<file path="src/rtl/router_vc_input_unit.sv">
// router_vc_input_unit
//   Input unit of a NoC router tile: one input link feeding NUM_VC virtual
//   channel flit FIFOs. Each VC runs a small routing FSM (IDLE/ROUTE/ACTIVE)
//   that performs XY dimension-order routing on head flits, raises a one-hot
//   output-port request to the switch allocator and returns a credit (oack)
//   one cycle after every pop.
//
//   Optional feature macro: ROUTER_VC_ERR_CHK_EN
//     defined   -> ovf_err port present, sticky error on dropped writes,
//                  writes to a non-existent VC and stray non-head flits.
//     undefined -> no ovf_err port; the same events are silently dropped.
//
//   Handshake: a flit on idata is taken when ivalid is high and the target VC
//   has room (ordy[ivch]) or is being popped in the same cycle; a VC head is
//   consumed when grant[v] is high while req[v*5+:5] is non-zero; every pop
//   (including stray drops) is answered with exactly one oack[v] pulse on the
//   following cycle.
//
//   Flit format: [DATA_W-1:DATA_W-2] type (00 body, 01 head, 10 tail,
//   11 head+tail); head flits carry dest_x in [POS_W-1:0] and dest_y in
//   [2*POS_W-1:POS_W]. Output ports: 0 local, 1 +x, 2 -x, 3 +y, 4 -y.
module router_vc_input_unit #(
    parameter int DATA_W = 35,
    parameter int NUM_VC = 2,
    parameter int DEPTH  = 4,
    parameter int POS_W  = 2,
    parameter int VCID_W = 1
) (
    input  logic                     clk,
    input  logic                     rst,
    input  logic [POS_W-1:0]         my_xpos,
    input  logic [POS_W-1:0]         my_ypos,
    input  logic [DATA_W-1:0]        idata,
    input  logic                     ivalid,
    input  logic [VCID_W-1:0]        ivch,
    output logic [NUM_VC-1:0]        ordy,
    output logic [NUM_VC-1:0]        oack,
    output logic [NUM_VC*5-1:0]      req,
    output logic [NUM_VC*DATA_W-1:0] odata,
    input  logic [NUM_VC-1:0]        grant
`ifdef ROUTER_VC_ERR_CHK_EN
    ,
    output logic                     ovf_err
`endif
);

    localparam int PTR_W = (DEPTH > 1) ? $clog2(DEPTH) : 1;
    localparam int CNT_W = $clog2(DEPTH + 1);

    localparam logic [4:0] PORT_LOCAL = 5'b00001;
    localparam logic [4:0] PORT_XPOS  = 5'b00010;
    localparam logic [4:0] PORT_XNEG  = 5'b00100;
    localparam logic [4:0] PORT_YPOS  = 5'b01000;
    localparam logic [4:0] PORT_YNEG  = 5'b10000;

    typedef enum logic [1:0] {
        ST_IDLE   = 2'd0,
        ST_ROUTE  = 2'd1,
        ST_ACTIVE = 2'd2
    } state_t;

    // Per-VC storage and control state
    logic [DATA_W-1:0] r_mem    [NUM_VC][DEPTH];
    logic [PTR_W-1:0]  r_wr_ptr [NUM_VC];
    logic [PTR_W-1:0]  r_rd_ptr [NUM_VC];
    logic [CNT_W-1:0]  r_count  [NUM_VC];
    state_t            r_state  [NUM_VC];
    logic [4:0]        r_route  [NUM_VC];
    logic [NUM_VC-1:0] r_oack;

    // Per-VC combinational decode
    logic [DATA_W-1:0] w_head   [NUM_VC];
    logic [NUM_VC-1:0] w_empty;
    logic [NUM_VC-1:0] w_full;
    logic [NUM_VC-1:0] w_is_head;
    logic [NUM_VC-1:0] w_is_tail;
    logic [NUM_VC-1:0] w_active;
    logic [NUM_VC-1:0] w_stray;
    logic [NUM_VC-1:0] w_pop;
    logic [NUM_VC-1:0] w_sel;
    logic [NUM_VC-1:0] w_push;

`ifdef ROUTER_VC_ERR_CHK_EN
    logic [NUM_VC-1:0] w_drop;
    logic              w_bad_vc;
    logic              r_ovf_err;
`endif

    // XY dimension-order routing: resolve X first, then Y, else eject locally.
    // All coordinate comparisons are unsigned.
    function automatic logic [4:0] xy_route(
        input logic [2*POS_W-1:0] dest,
        input logic [POS_W-1:0]   mx,
        input logic [POS_W-1:0]   my
    );
        logic [POS_W-1:0] dx;
        logic [POS_W-1:0] dy;
        dx = dest[POS_W-1:0];
        dy = dest[2*POS_W-1:POS_W];
        if (dx > mx) begin
            return PORT_XPOS;
        end else if (dx < mx) begin
            return PORT_XNEG;
        end else if (dy > my) begin
            return PORT_YPOS;
        end else if (dy < my) begin
            return PORT_YNEG;
        end
        return PORT_LOCAL;
    endfunction

    // Head-of-FIFO decode, pop/push qualification and output drive per VC
    always_comb begin
        for (int v = 0; v < NUM_VC; v++) begin
            w_head[v]    = r_mem[v][r_rd_ptr[v]];
            w_empty[v]   = (r_count[v] == '0);
            w_full[v]    = (r_count[v] == CNT_W'(DEPTH));
            w_is_head[v] = w_head[v][DATA_W-2];
            w_is_tail[v] = w_head[v][DATA_W-1];
            w_active[v]  = (r_state[v] == ST_ACTIVE) && !w_empty[v];
            // A body/tail flit reaching the head of an idle VC has no route;
            // it is discarded so the VC cannot deadlock behind it.
            w_stray[v]   = (r_state[v] == ST_IDLE) && !w_empty[v] && !w_is_head[v];
            w_pop[v]     = w_stray[v] || (w_active[v] && grant[v]);
            w_sel[v]     = ivalid && (32'(ivch) == v);
            // A pop in the same cycle frees the slot a full FIFO needs.
            w_push[v]    = w_sel[v] && (!w_full[v] || w_pop[v]);

            ordy[v]               = !w_full[v];
            oack[v]               = r_oack[v];
            req[v*5 +: 5]         = w_active[v] ? r_route[v] : 5'b00000;
            odata[v*DATA_W +: DATA_W] = w_head[v];
        end
    end

`ifdef ROUTER_VC_ERR_CHK_EN
    // Error events: writes lost to a full VC and writes to a VC that does not exist
    always_comb begin
        w_bad_vc = ivalid && (32'(ivch) >= NUM_VC);
        for (int v = 0; v < NUM_VC; v++) begin
            w_drop[v] = w_sel[v] && w_full[v] && !w_pop[v];
        end
    end
`endif

    // Flit storage; contents need no reset because occupancy is tracked by r_count
    always_ff @(posedge clk) begin
        for (int v = 0; v < NUM_VC; v++) begin
            if (!rst && w_push[v]) begin
                r_mem[v][r_wr_ptr[v]] <= idata;
            end
        end
    end

    // FIFO pointers, occupancy and the one-cycle-delayed credit pulse
    always_ff @(posedge clk) begin
        if (rst) begin
            for (int v = 0; v < NUM_VC; v++) begin
                r_wr_ptr[v] <= '0;
                r_rd_ptr[v] <= '0;
                r_count[v]  <= '0;
            end
            r_oack <= '0;
        end else begin
            for (int v = 0; v < NUM_VC; v++) begin
                if (w_push[v]) begin
                    r_wr_ptr[v] <= r_wr_ptr[v] + PTR_W'(1);
                end
                if (w_pop[v]) begin
                    r_rd_ptr[v] <= r_rd_ptr[v] + PTR_W'(1);
                end
                r_count[v] <= r_count[v] + CNT_W'(w_push[v]) - CNT_W'(w_pop[v]);
            end
            r_oack <= w_pop;
        end
    end

    // Per-VC wormhole FSM: wait for a head, latch its route, hold it until the tail leaves
    always_ff @(posedge clk) begin
        if (rst) begin
            for (int v = 0; v < NUM_VC; v++) begin
                r_state[v] <= ST_IDLE;
                r_route[v] <= 5'b00000;
            end
        end else begin
            for (int v = 0; v < NUM_VC; v++) begin
                case (r_state[v])
                    ST_IDLE: begin
                        if (!w_empty[v] && w_is_head[v]) begin
                            r_state[v] <= ST_ROUTE;
                        end
                    end
                    ST_ROUTE: begin
                        r_route[v] <= xy_route(w_head[v][2*POS_W-1:0], my_xpos, my_ypos);
                        r_state[v] <= ST_ACTIVE;
                    end
                    ST_ACTIVE: begin
                        if (w_pop[v] && w_is_tail[v]) begin
                            r_state[v] <= ST_IDLE;
                        end
                    end
                    default: begin
                        r_state[v] <= ST_IDLE;
                    end
                endcase
            end
        end
    end

`ifdef ROUTER_VC_ERR_CHK_EN
    // Sticky error flag, cleared only by reset
    always_ff @(posedge clk) begin
        if (rst) begin
            r_ovf_err <= 1'b0;
        end else if ((|w_drop) || w_bad_vc || (|w_stray)) begin
            r_ovf_err <= 1'b1;
        end
    end

    assign ovf_err = r_ovf_err;
`endif

endmodule
</file>
<file path="config.mk">
export PLATFORM = sky130hd
export DESIGN_NAME = router_vc_input_unit
export DESIGN_NICKNAME = d
export VERILOG_FILES = /design/src/rtl/router_vc_input_unit.sv
export SDC_FILE = /design/constraint.sdc
export NUM_CORES = 1
export LEC_CHECK = 0
export ABC_AREA = 1
export ABC_CLOCK_PERIOD_IN_PS = 5400
export BUFFER_PORTS_ARGS = -buffer_cell sky130_fd_sc_hd__buf_2
export CAP_MARGIN = 20
export CELL_PAD_IN_SITES_DETAIL_PLACEMENT = 0
export CELL_PAD_IN_SITES_GLOBAL_PLACEMENT = 2
export CORE_UTILIZATION = 44
export CTS_CLUSTER_SIZE = 8
export DETAILED_ROUTE_END_ITERATION = 12
export PLACE_DENSITY = 0.95
export SYNTH_ARGS = -nofsm -noshare
export SYNTH_HDL_FRONTEND = slang
export SYNTH_SLANG_ARGS = --single-unit
</file>
<file path="constraint.sdc">
create_clock -name clk -period 5.4 [get_ports clk]
set_clock_uncertainty 0.2 [all_clocks]
set_input_delay 0.54 -clock clk [delete_from_list [all_inputs] [get_ports clk]]
set_output_delay 0.54 -clock clk [all_outputs]
set_load 0.05 [all_outputs]
</file>
==> results_dict.tcl <==
set metrics [dict create \
    fin_crit_ps 3970 \
    avgSynthCellArea_um2 13.2 \
    status "finished clean" \
    setup_tns_ps 0 \
    routedWlPerCell_um 18.5 \
    max-slew-margin-rel 0.293 \
    ios 129 \
    hpwl_um 16100 \
    syn_area_um2 12300 \
    max_freq_mhz 252 \
    routed_wl_um 26800 \
    clock_path_buffers 3 \
    fin_crit_sh 0.736 \
    min_path_type "primary input to register" \
    drtIter0Drc 649 \
    grt_usage 0.188 \
    antenna_found_initial 2 \
    routabilityCongestion 0.800 \
    core_um2 27200 \
    final_util 0.538 \
    nets 1139 \
    drc 0 \
    vias 7596 \
    antenna_cells 0 \
    yosys_warnings 0 \
    drive_gt1_frac 0.198 \
    antenna_left 0 \
    ctsHoldBuffers 0 \
    rows 60 \
    cts_root_buf "clkbuf_16" \
    critPathKind "register to register" \
    synth_cell_types 27 \
    die_width_um 169 \
    p_leak_nw 5.36 \
    rsz0062_at_grt "false" \
    portBuffers 128 \
    die_area_um2 28600 \
    htree_num_levels 2 \
    regArea_um2 9220 \
    start_util 0.453 \
    cp.required_ps 5400 \
    overflow 0 \
    finalSetupViolations 0 \
    design_area_um2 14600 \
    post_cts_buffers 0 \
    grt_pass1_vias 7359 \
    layout_commonest_cell "edfxtp_1" \
    grt_max_degree 75 \
    path_clk_slew_ps 50 \
    syn_nets 997 \
    peakVddDrop_uv 392 \
    yosysTopAreaCell "edfxtp_1" \
    critPathArrivalTime_ps 3970 \
    worst_pin_slew_ps 1060 \
    cts_resized 0 \
    max_cap_violations 0 \
    power-per-cell-area_nw_per_um2 556 \
    multi_input_area_um2 2620 \
    syn_to_final_growth_pct 18.8 \
    yosysTopAreaCellShare 0.735 \
    crit_fanout 74 \
    slew_violations 0 \
    dpl-instance-area_um2 13300 \
    clock_sinks 310 \
    synthTopCellsByArea "edfxtp_1 73%, o21ai_0 5.1%, nor2_1 5.1%" \
    clk_latency_ps 530 \
    syn_inst 930 \
    hold_viol 0 \
    synth-seq-area-share 0.750 \
    synth_seq_cells 310 \
    nFillCells 2269 \
    startpoint_type "register" \
    grt_pass1_wl_um 41100 \
    die_h_um 169 \
    cts_buffers 44 \
    cts_tree "done" \
    layout_common_cells "301 x edfxtp_1, 158 x nor2_1, 128 x buf_2" \
    drt_first_pass_iters 5 \
    setup.worst_path.end_class "register" \
    drt-vias-per-instance 5.24 \
]
[cells by family (layout without fill, tap and decap cells)]
kind of cell / Yosys count / count (layout) / share of synthesized area
xor+xnor: 4 / 4 / 0.00285
flops: 310 / 310 / 0.750
simple gates: 260 / 260 / 0.0873
fa+ha+maj: 22 / 22 / 0.0236
buf+inv: 122 / 271 / 0.0421
compound gates: 212 / 212 / 0.0946
[through the flow]
stage	total power [W]	setup slack, ps	hold slack (ps)	cells
4_1_cts	0.00818	1390	55.5	1447
3_5_place_dp	0.00579	1350	344	1394
3_3_place_gp	0.00574	1440	356	1393
2_1_floorplan	0.00506	2190	318	930
5_1_grt	0.00850	1160	64.0	1451
6_report	0.00813	1430	72.7	1451
[registers in the layout, indices dropped and copies added (netlist names)]
register	count
r_route	10
r_mem	280
r_count	6
r_rd_ptr	4
oack	2
r_wr_ptr	4
r_state	4
[synthesized netlist by cell type]
master and number:
a21oi_1 16, a32oi_1 4, and2_1 1, buf_2 13, buf_4 3, buf_6 3
clkbuf_1 26, clkinv_4 1, dfxtp_1 9, edfxtp_1 301, fa_1 2, ha_1 20
inv_1 73, inv_2 1, inv_4 2, nand2_1 58, nand2_2 8, nand3_1 15
nand3_2 4, nand3_4 1, nand4_1 7, nor2_1 166, o21ai_0 126, o21bai_1 4
o22ai_1 62, xnor2_1 2, xor2_1 2
[worst max-delay path, stage by stage (launching register included)]
cell,delay (ps)
edfxtp_1,310
buf_4,590
inv_2,460
buf_12,290
nand2_1,70
nand3_1,70
nand2_1,130
nand2_2,90
nand3_2,80
nand3_2,290
nor2_4,630
buf_4,410
[report_power, final]
part | switching, W | internal [W] | total [W]
logic | 0.00227 | 0.000646 | 0.00292
registers | 0.0000501 | 0.00278 | 0.00283
clock network | 0.000930 | 0.00145 | 0.00238
[path summary, 6_finish.rpt]
| path | cells past startpoint | startpoint | slack (ps) | to |
|---|---|---|---|---|
| worst max register to register | 11 | r_rd_ptr[0][0] | 1430 | r_mem[0][21] |
| worst min register to register | 3 | r_count[0][1] | 350 | r_count[0][2] |
| worst max-delay path | 11 | r_rd_ptr[0][0] | 1430 | r_mem[0][21] |
| worst min-delay path | 1 | idata[10] | 70 | r_mem[0][10] |
[layout make-up]
class	instances	area share
Timing Repair Buffer	141	0.0563
Inverter	77	0.0205
Clock buffer	50	0.0769
Tap cell	372	0.0319
Multi-Input combinational cell	498	0.179
Sequential cell	310	0.631
Clock inverter	3	0.00402
[routing by layer]
layer	track usage	vias up	routed length, um
met5	0	-	25
met4	0.0533	4	442
li1	-	3619	-
met2	0.316	225	13200
met3	0.0399	40	1500
met1	0.248	3708	11600
No activity file was read; power rests on OpenSTA's default activity.
